**src/rtl/reg_full_pkg.sv**
```systemverilog
// Shared constants for the reg_full clock-ratio monitor.
// Holds the default parameter values and the counter saturation helper.
package reg_full_pkg;

    localparam int DEF_EXP_PERIOD = 4;
    localparam int DEF_TOL        = 0;
    localparam int DEF_FULL_COUNT = 8;
    localparam int DEF_CNT_W      = 8;

    // Largest value a width-bit period counter can hold before it saturates.
    function automatic int sat_max(input int width);
        return (1 << width) - 1;
    endfunction

endpackage

```
**src/rtl/reg_full_sync.sv**
```systemverilog
// Two-flop synchroniser plus rising-edge detector for the monitored clk.
// The monitored signal is data here; rise pulses for one fclk cycle per edge.
module reg_full_sync (
    input  logic fclk,
    input  logic rst,
    input  logic din,
    output logic rise
);

    logic s1;
    logic s2;
    logic d;

    // Resynchronise din, then keep one extra delayed copy for edge detection.
    always_ff @(posedge fclk or posedge rst) begin
        if (rst) begin
            s1 <= 1'b0;
            s2 <= 1'b0;
            d  <= 1'b0;
        end else begin
            s1 <= din;
            s2 <= s1;
            d  <= s2;
        end
    end

    assign rise = s2 & ~d;

endmodule

```
**src/rtl/reg_full.sv**
```systemverilog
// Clock-ratio monitor: measures each period of clk in fclk cycles and raises
// counter_check once FULL_COUNT consecutive periods land within TOL of EXP_PERIOD.
// Build option: define REGFULL_STICKY_EN to make counter_check hold until rst.
module reg_full
    import reg_full_pkg::*;
#(
    parameter int EXP_PERIOD = DEF_EXP_PERIOD,
    parameter int TOL        = DEF_TOL,
    parameter int FULL_COUNT = DEF_FULL_COUNT,
    parameter int CNT_W      = DEF_CNT_W
) (
    input  logic fclk,
    input  logic rst,
    input  logic clk,
    output logic counter_check
);

    localparam int GC_W = $clog2(FULL_COUNT + 1);

    localparam logic [CNT_W-1:0] PCNT_MAX = CNT_W'(sat_max(CNT_W));
    localparam logic [CNT_W-1:0] PCNT_ONE = CNT_W'(1);
    localparam logic [CNT_W:0]   MEAS_ONE = (CNT_W + 1)'(1);
    localparam logic [CNT_W:0]   EXP_W    = (CNT_W + 1)'(EXP_PERIOD);
    localparam logic [CNT_W:0]   TOL_W    = (CNT_W + 1)'(TOL);
    localparam logic [GC_W-1:0]  GC_FULL  = GC_W'(FULL_COUNT);
    localparam logic [GC_W-1:0]  GC_ONE   = GC_W'(1);

    logic             rise;
    logic [CNT_W-1:0] pcnt;
    logic [CNT_W-1:0] pcnt_nxt;
    logic             armed;
    logic             armed_nxt;
    logic [GC_W-1:0]  good_cnt;
    logic [GC_W-1:0]  good_cnt_nxt;
    logic             check_nxt;
    logic             timeout;
    logic             good;
    logic [CNT_W:0]   meas;
    logic [CNT_W:0]   dev;

    reg_full_sync u_sync (
        .fclk (fclk),
        .rst  (rst),
        .din  (clk),
        .rise (rise)
    );

    // Period measurement, arming, good-period streak and the output decision.
    always_comb begin
        meas         = {1'b0, pcnt} + MEAS_ONE;
        dev          = (meas >= EXP_W) ? (meas - EXP_W) : (EXP_W - meas);
        timeout      = (pcnt == PCNT_MAX);
        // A saturated counter means the true period is unknown, so it can never be good.
        good         = !timeout && (dev <= TOL_W);
        pcnt_nxt     = timeout ? pcnt : (pcnt + PCNT_ONE);
        armed_nxt    = armed;
        good_cnt_nxt = good_cnt;

        if (rise) begin
            pcnt_nxt  = '0;
            armed_nxt = 1'b1;
            if (armed) begin
                if (!good) begin
                    good_cnt_nxt = '0;
                end else if (good_cnt != GC_FULL) begin
                    good_cnt_nxt = good_cnt + GC_ONE;
                end
            end
        end else if (timeout) begin
            // Stuck clk: drop the streak and require a fresh arming edge.
            good_cnt_nxt = '0;
            armed_nxt    = 1'b0;
        end

`ifdef REGFULL_STICKY_EN
        check_nxt = counter_check | (good_cnt_nxt == GC_FULL);
`else
        check_nxt = (good_cnt_nxt == GC_FULL);
`endif
    end

    // State and output registers.
    always_ff @(posedge fclk or posedge rst) begin
        if (rst) begin
            pcnt          <= '0;
            armed         <= 1'b0;
            good_cnt      <= '0;
            counter_check <= 1'b0;
        end else begin
            pcnt          <= pcnt_nxt;
            armed         <= armed_nxt;
            good_cnt      <= good_cnt_nxt;
            counter_check <= check_nxt;
        end
    end

endmodule

```
**config.mk**
```make
export PLATFORM = sky130hd
export DESIGN_NAME = reg_full
export DESIGN_NICKNAME = d
export VERILOG_FILES = /design/src/rtl/reg_full_pkg.sv /design/src/rtl/reg_full_sync.sv /design/src/rtl/reg_full.sv
export SDC_FILE = /design/constraint.sdc
export NUM_CORES = 1
export LEC_CHECK = 0
export CORE_MARGIN = 10
export CORE_UTILIZATION = 57
export CTS_CLUSTER_DIAMETER = 60
export CTS_CLUSTER_SIZE = 25
export DETAILED_ROUTE_END_ITERATION = 8
export GPL_TIMING_DRIVEN = 1
export PLACE_DENSITY = 0.75
export SLEW_MARGIN = 0
export SYNTH_ARGS = -nofsm -noshare
export SYNTH_HDL_FRONTEND = slang
export SYNTH_HIERARCHICAL = 1
export SYNTH_SLANG_ARGS = --single-unit
```
**constraint.sdc**
```tcl
create_clock -name fclk -period 3.8 [get_ports fclk]
set_clock_uncertainty 0.2 [all_clocks]
set_input_delay 1.14 -clock fclk [delete_from_list [all_inputs] [get_ports fclk]]
set_output_delay 1.14 -clock fclk [all_outputs]
set_load 0.03 [all_outputs]
```
==> impl_metrics.ini, run 1 <==
[clock_network]
cts_tree = yes
insertion_delay_ps = 280
cts_resized = 0
cts-buffers-inserted = 3
postCtsSetupRepairBufs = 0
cts_hold_buf = 0
cts-root-buf = clkbuf_4
clk_path_buf_depth = 2
htree_num_levels = 1
cts_sinks = 17
cts.clk_slew.worst_paths_ps = 100

[hold_path]
min_path_type = register to register

[detailed_routing]
drt-met1-wl_um = 888
highest_layer = met4
drc = 0
dr.pass1.iters = 4
vias_per_cell = 5.493
wl_per_cell_um = 12.35
drt_iter0_drc = 22
wl_met3_um = 56
drtAntennaViolNets = 0
wirelength_mm = 1.680
vias = 747
dr_wl_met2_um = 715

[critical_path]
critical_path.slowest_cell = dfrtp_1
critPathRequiredTime_ps = 3790
cp-endpoint = counter_check
critPathMaxFanout = 7
r2r_cells = 9
r2r_slack_ps = 1140
cp-start-kind = register
cp_num_cells = 9
path_class = register to register
arrival_ps = 2640
critPathCaptureType = register
cp_cell_sequence = ha_1 -> xor2_1 -> ha_1 -> a22oi_1 -> o21bai_1 -> a2111oi_4 -> nand3_1 -> and3_1 -> and3_1
cp-startpoint = pcnt[0]
max_stage_delay_ps = 430
worst-path-buf-inv = 0
crit_family = compound AO/OA/AOI/OAI gates
r2r_end = counter_check
regToRegStartpoint = pcnt[0]

[finish]
n_antenna_cell = 0
drive_above_1_share_pct = 10.81
multi_input_area_um2 = 573.1
nFillCells = 155
finish.utilization_pct = 64.01
area.sequential_um2 = 425.4
area_delta_synth_final_pct = 5.931
layout.nets = 121

[timing]
relSlewSlack_pct = 63.67
finalHoldViolCount = 0
rsz0062_at_grt = no
fmaxAchievable_mhz = 376.4
post-route-period-util_pct = 69.92
setup_viol = 0
worst_slew_pin_slew_ps = 544.4
setup_tns_ps = 0
final_max_slew_viol_count = 0
min_period_ps = 2657

[synth]
avgSynthCellArea_um2 = 9.677
syn_nets = 118
synth-edff-count = 0
ys_top_cells_by_area = dfrtp_1 40%, ha_1 7.1%, xnor2_1 4.2%, nand2_1 3.9%, nor2_1 3.6%
syn-cell-area_um2 = 1055
synthTopCellsByCount = 17 x dfrtp_1, 11 x nand2_1, 10 x nor2_1, 8 x inv_1, 6 x ha_1
ys_async_sr_fraction_pct = 100.0
synth.distinct_cells = 37
synth_seq_cells = 17
ys.flop_type = dfrtp_1
synth_most_common_cell = dfrtp_1
synth_area_leader_cell = dfrtp_1
netlist_instances = 109
seq_area_frac_synth_pct = 40.33
synth.top_cell.area_share_pct = 40.33
yosys_warnings = 6

[power_and_ir_drop]
p_leak_nw = 0.5148
power_density_nw_per_um2 = 392.8
vdd_ir_drop_max_mv = 0.2599

[floorplanning]
fp.dieW_um = 63.02
core_um2 = 1745
num_io_pins = 4
initial_core_util_pct = 60.43
die_height_um = 63.02
dieArea_um2 = 3971
rows = 15

[global_route]
grt_first_pass_wirelength_mm = 3.001
grt_pass1_vias = 721
antenna_found_initial = 0
overflow = 0
grt_start_max_net_pins = 16
grt_use_total_pct = 8.764

[flow_run]
drv_cap = 0

[placed_design]
hpwl_mm = 1.268
gp_congestion = 0.7894
portBuffers = 3

[run_status]
outcome = finished clean
==> per-stage QoR <==
step	power, mW	setup WS [ps]	area [um^2]	cells	hold WS, ps
after floorplan	0.3261	1292	1055	109	131.2
after global placement	0.3427	1223	1090	132	137.4
after detailed placement	0.3478	1158	1090	132	138.0
after CTS	0.4431	1142	1117	136	167.4
after global routing	0.4704	983.0	1117	136	183.3
final	0.4389	1143	1117	136	163.0
==> routing by layer <==
| layer | track usage, % | vias to the layer above |
|---|---|---|
| met3 | 1.971 | 4 |
| met4 | 4.190 | 0 |
| li1 | - | 376 |
| met1 | 11.09 | 357 |
| met5 | 0 | - |
| met2 | 13.58 | 10 |
==> registers in the layout, indices dropped and copies added, names as in the netlist <==
name	cells
armed	1
counter_check	1
good_cnt	4
pcnt	8
u_sync/d	1
u_sync/s1	1
u_sync/s2	1
==> layout make-up <==
class | instances | share of cell area [%]
Clock buffer | 3 | 2.016
Inverter | 8 | 2.688
Clock inverter | 1 | 0.4479
Sequential cell | 17 | 38.07
Multi-Input combinational cell | 79 | 51.29
Tap cell | 25 | 2.800
Timing Repair Buffer | 3 | 2.688
==> cells by family (layout without fill, tap and decap cells) <==
group	after synthesis	in the layout	share of synthesized area (%)
and+or+nand+nor	43	43	22.89
AOI/OAI and AO/OA	19	19	14.95
DFF	17	17	40.33
buffers and inverters	13	15	5.338
xor gates and xnor gates	9	9	7.473
adders and majority gates	6	6	7.117
muxes	2	2	1.898
==> cells in the final DEF (no fill, tap or decap), types with 2 or more instances in the layout <==
cell and instances:
ha_1 6, mux2i_1 2, inv_1 8, nand2_2 2, nand4_1 2, nor3_1 2
xnor2_1 5, nand2_1 11, nor2_1 10, dfrtp_1 17, nand3_1 2, clkdlybuf4s50_1 3
xor2_1 4, and3_1 5, clkbuf_4 3, a21o_1 2, nand3b_1 2, a21oi_1 4
a31oi_1 2
==> power breakdown <==
group          switching (mW)  leakage, nW  total, mW  internal [mW]
Combinational          0.0675        0.277      0.120         0.0529
Sequential             0.0244        0.220      0.223          0.198
Clock                  0.0568       0.0177     0.0959         0.0391
==> worst min path at each step <==
stage,cells past startpoint,endpoint,startpoint
final,0,u_sync/s2,u_sync/s1
after global routing,0,u_sync/s2,u_sync/s1
after CTS,0,u_sync/s2,u_sync/s1
after detailed placement,0,u_sync/s2,u_sync/s1
after global placement,0,u_sync/s2,u_sync/s1
after floorplan,0,u_sync/s2,u_sync/s1
Note: power is estimated with default switching activity, not from simulation.
==> inputs of run 2 (changes only) <==
--- a/config.mk
+++ b/config.mk
@@ -6,12 +6,12 @@
 export NUM_CORES = 1
 export LEC_CHECK = 0
 export CORE_MARGIN = 10
-export CORE_UTILIZATION = 57
+export CORE_UTILIZATION = 53
 export CTS_CLUSTER_DIAMETER = 60
 export CTS_CLUSTER_SIZE = 25
 export DETAILED_ROUTE_END_ITERATION = 8
 export GPL_TIMING_DRIVEN = 1
-export PLACE_DENSITY = 0.75
+export PLACE_DENSITY = 0.74
 export SLEW_MARGIN = 0
 export SYNTH_ARGS = -nofsm -noshare
 export SYNTH_HDL_FRONTEND = slang
==> constraint.sdc (replaced) <==
create_clock -name fclk -period 2.1 [get_ports fclk]
set_clock_uncertainty 0.2 [all_clocks]
set_input_delay 0.63 -clock fclk [delete_from_list [all_inputs] [get_ports fclk]]
set_output_delay 0.63 -clock fclk [all_outputs]
set_load 0.03 [all_outputs]
==> run 2 against run 1 <==
The run now ends with setup timing left; global-route usage up 2.3 points; maximum frequency is 7.5% higher; first-iteration DRC count is 59% higher; critical path type unchanged; critical endpoint unchanged.
==> impl_metrics.ini, run 2 (synthesized netlist as in run 1, its figures left out) <==
[critical_path]
critPathRequiredTime_ps = 2110
critPathMaxFanout = 3
r2r_slack_ps = -370
critPathCaptureType = register
arrival_ps = 2480
cp-endpoint = counter_check
cp-start-kind = register
path_class = register to register
r2r_cells = 9
cp-startpoint = pcnt[0]
r2r_end = counter_check
regToRegStartpoint = pcnt[0]

[floorplanning]
rows = 16
core_um2 = 1922
die_height_um = 64.61
initial_core_util_pct = 54.88
fp.dieW_um = 64.61
num_io_pins = 4
dieArea_um2 = 4174

[timing]
final_max_slew_viol_count = 0
setup_slack_ps = -371.5
fmaxAchievable_mhz = 404.6
post-route-period-util_pct = 117.7
worst_slew_pin_slew_ps = 320.0
min_period_ps = 2472
finalHoldViolCount = 0
setup_viol = 5
relSlewSlack_pct = 78.66
rsz0062_at_grt = yes

[finish]
layout.nets = 138
regMostFlops = pcnt
finish.utilization_pct = 66.86
area_delta_synth_final_pct = 21.83
largestRegisters = pcnt (8), good_cnt (4)
layout_common_cells = 17 x dfrtp_1, 17 x buf_4, 11 x nand2_1, 10 x nor2_1, 8 x inv_1
design_area_um2 = 1285
n_antenna_cell = 0
drive_above_1_share_pct = 28.13
largest_reg_flops = 8

[clock_network]
cts-buffers-inserted = 3
cts.clk_slew.worst_paths_ps = 110
cts_tree = yes
htree_num_levels = 1
cts_sinks = 17
insertion_delay_ps = 300
clk_path_buf_depth = 2
cts-root-buf = clkbuf_4

[placed_design]
gp_congestion = 0.8306
portBuffers = 3
hpwl_mm = 1.572
placed_cell_area_um2 = 1217

[flow_run]
drv_cap = 0

[run_status]
outcome = finished, violations left
violations = setup timing

[detailed_routing]
drc = 0
dr.pass1.iters = 4
drt_iter0_drc = 35
drtAntennaViolNets = 0
vias_per_cell = 5.413
highest_layer = met4
dr_wl_met2_mm = 1.071
wirelength_mm = 2.157
vias = 839
wl_met3_um = 75
wl_per_cell_um = 13.92
drt-met1-wl_um = 940

[global_route]
overflow = 0
grt_first_pass_wirelength_mm = 3.629
grt_use_total_pct = 11.04
grt_pass1_vias = 822
grt_start_max_net_pins = 15
antenna_found_initial = 0

[power_and_ir_drop]
vdd_ir_drop_max_mv = 0.4223
power_density_nw_per_um2 = 739.1
p_leak_nw = 0.5949
p_total_mw = 0.9498

[hold_path]
min_path_type = register to register
==> run 2: critical path, stage by stage, from the launching register on <==
cell       delay (ps)
dfrtp_1           420
and3_4            190
xnor2_1           130
ha_1              330
a22oi_1           160
o21bai_1          130
a2111oi_4         360
o211a_1           240
a31oi_2            60
and3_1            160
==> run 2: what timing repair did <==
item	in CTS	in global routing
gates resized for setup	2	4
pin swaps	1	0
hold buffers	0	0
buffers inserted	1	1
endpoints found under the setup margin	6	7
hold endpoints to repair	0	0
==> run 2: stage by stage <==
| step | hold WS [ps] | instances | setup WS, ps | TNS (ps) |
|---|---|---|---|---|
| 2_1_floorplan | 131.2 | 109 | -338.6 | -1086 |
| 3_3_place_gp | 135.9 | 149 | -270.1 | -924.6 |
| 3_5_place_dp | 138.7 | 149 | -326.2 | -1181 |
| 4_1_cts | 164.2 | 154 | -343.1 | -1310 |
| 5_1_grt | 169.4 | 155 | -485.0 | -2029 |
| 6_report | 160.2 | 155 | -371.5 | -1521 |
==> run 2: cell type report <==
class / count / area [um^2]
Clock buffer: 3 / 22.52
Timing Repair Buffer: 20 / 156.4
Multi-Input combinational cell: 79 / 609.3
Inverter: 8 / 30.03
Sequential cell: 17 / 425.4
Tap cell: 27 / 33.78
Fill cell: 165 / 636.9
Clock inverter: 1 / 7.507
==> run 2: layer usage <==
layer | GRT usage (%) | vias up
met5 | 0 | -
met4 | 6.150 | 0
met3 | 3.608 | 9
met2 | 19.21 | 23
met1 | 11.45 | 393
li1 | - | 414
==> run 2: worst min-delay path by stage <==
| stage | slack (ps) | end | depth (start not counted) | from |
|---|---|---|---|---|
| 2_1_floorplan | 130 | u_sync/s2 | 0 | u_sync/s1 |
| 4_1_cts | 160 | u_sync/s2 | 0 | u_sync/s1 |
| 6_report | 160 | u_sync/s2 | 0 | u_sync/s1 |
| 5_1_grt | 170 | u_sync/s2 | 0 | u_sync/s1 |
| 3_5_place_dp | 140 | u_sync/s2 | 0 | u_sync/s1 |
| 3_3_place_gp | 140 | u_sync/s2 | 0 | u_sync/s1 |
==> run 2: power by group <==
| part | internal [mW] | total, mW | switching, mW | leakage (nW) |
|---|---|---|---|---|
| registers | 0.359 | 0.391 | 0.0324 | 0.220 |
| logic | 0.198 | 0.368 | 0.170 | 0.361 |
| clock network | 0.0727 | 0.191 | 0.118 | 0.0139 |
==> inputs of run 3 (changes only) <==
--- a/config.mk
+++ b/config.mk
@@ -17,3 +17,4 @@
 export SYNTH_HDL_FRONTEND = slang
 export SYNTH_HIERARCHICAL = 1
 export SYNTH_SLANG_ARGS = --single-unit
+export TNS_END_PERCENT = 100
==> results of run 3 <==
Final layout, timing and power as in run 2 (identical DEF).
==> edit (flow settings as in run 2) <==
`DEF_FULL_COUNT`: 8 -> 32.
--- a/src/rtl/reg_full_pkg.sv
+++ b/src/rtl/reg_full_pkg.sv
@@ -5,5 +5,5 @@
     localparam int DEF_EXP_PERIOD = 4;
     localparam int DEF_TOL        = 0;
-    localparam int DEF_FULL_COUNT = 8;
+    localparam int DEF_FULL_COUNT = 32;
     localparam int DEF_CNT_W      = 8;
 
Behaviour: same outputs for any inputs over 10 cycles, from zero or initial values and one cycle with rst high; that may be too few to reach the edited logic, so the function may still have changed.
==> edit against run 2 <==
- the flow still finishes with violations (negative setup slack)
- total power grew 8.7%
- final area is 17% higher
- wire length is 24% higher
- sequential cell count increased by 2
- die area increased by 8.2%
- worst setup slack improved by 0.20 ns
- synthesized area increased by 12%
- critical path depth shrank 2
- sequential share of layout area decreased by 1.5 points
- critical endpoint unchanged
==> edit: results (changes against run 2) <==
vias in the first global route=1085 (+32%); R2R depth=7 (-2); met3 wire len=71 microns (-5.3%); Distinct cells, synth=44 (+19%); FFs w/ async S/R, synth=1.00 (unchanged); crit-path leading delay family=adder cells; Synth area leaders=dfrtp_1 40%, ha_1 5.3%, a21oi_1 3.0%; vias=993 (+18%); maximum number of pins on one net before global-route repair=12 (-3); initial drt markers=65 (+86%); Final TNS setup=-0.452 ns (+1.07 ns); WL final=2.68 mm (+24%); Reg-to-Reg Start=pcnt[1]; met2 global-route usage=0.250 (+0.0579); Setup Viol. Count Final=4 (-1); first-pass GRT wire length=4.78 mm (+32%); failing checks=negative setup slack; Worst EP arrival=2.29 ns (-0.19 ns); hold_ws=0.164 ns (+0.00423 ns); adder-cell share of the synthesized area=0.0530 (-0.0182); Max-slew headroom=0.702 (-0.0842); Top Registers=pcnt (8), good_cnt (6); Post-synth top cells=19 x dfrtp_1, 9 x nand2_1, 7 x a21oi_1, 7 x nand3_1, 7 x nor2_1; kind of critical path=reg -> reg; WL met1=1.09 mm (+16%); Peak VDD IR=0.578 mV (+37%); outcome=finished, violations left; fin nets=155 (+12%); ratio of cells with drive above 1 in the final layout=0.329 (+0.0475); routed wl met2=1.47 mm (+38%); sequential area share after synthesis=0.403 (-0.000779); GRT Total Usage=0.133 (+0.0230); mux share of post-synthesis cell area=0.0180 (-0.000971); DP HPWL=1.98 mm (+26%); Leak Pwr=0.722 nW (+21%); register area=475 sq um (+12%); syn_nets=124 (+5.1%); Placed Instance Area=1390 sq um (+14%); internal power=0.000696 W (+11%); fin worst setup slack=-0.173 ns (+0.198 ns); XOR/XNOR Fraction of Synth Area=0.0445 (-0.0302); Compound-Gate Fraction of Synth Area=0.159 (+0.00943); met3 Usage GRT=0.0248 (-0.0113); # fillers=160 (-3.0%); GP Congestion=0.811 (-2.3%); GR Layer Usage met1=0.140 (+0.0259); Ys Warns=6 (unchanged)
[edit: changes by cell type in the layout (fill, tap and decap cells not counted), moves of 3 or more]
| cell | before | now |
|---|---|---|
| xnor2_1 | 5 | 2 |
| a21oi_1 | 4 | 7 |
| nor2_1 | 10 | 7 |
| nand3_1 | 2 | 6 |
| buf_4 | 17 | 24 |
[edit: per-stage QoR]
step                      power, W  setup slack (ns)  std cells
final                      0.00103            -0.173        174
after detailed placement  0.000732            -0.212        166
after global placement    0.000715            -0.145        166
after floorplan           0.000601            -0.360        116
after global routing       0.00109            -0.263        174
after CTS                  0.00101            -0.150        174
[edit: cells by family after synthesis]
kind of cell,after synthesis
AOI/OAI and AO/OA,26
and+or+nand+nor,48
buffers and inverters,10
muxes,2
adders and majority gates,5
xor gates and xnor gates,6
DFF,19
[edit: power by group through the flow]
| stage | registers, W | clock network [W] | logic [W] |
|---|---|---|---|
| 2_1_floorplan | 0.000441 | 0 | 0.000159 |
| 3_3_place_gp | 0.000433 | 0 | 0.000282 |
| 3_5_place_dp | 0.000437 | 0 | 0.000295 |
| 4_1_cts | 0.000434 | 0.000193 | 0.000384 |
| 5_1_grt | 0.000447 | 0.000207 | 0.000438 |
| 6_report | 0.000441 | 0.000187 | 0.000404 |
[edit: area by class of cell]
| cell class | instances | area share |
|---|---|---|
| inverters | 7 | 0.0175 |
| repair buffers | 29 | 0.154 |
| clock buffers | 3 | 0.0150 |
| clock inverters | 1 | 0.00333 |
| flip-flops and latches | 19 | 0.316 |
| multi-input cells | 87 | 0.471 |
| well taps | 28 | 0.0233 |
[edit: repair_timing]
item,in CTS,in global routing
pin swaps,4,3
setup buffers,4,0
setup endpoints to repair,7,6
resized for setup,5,4
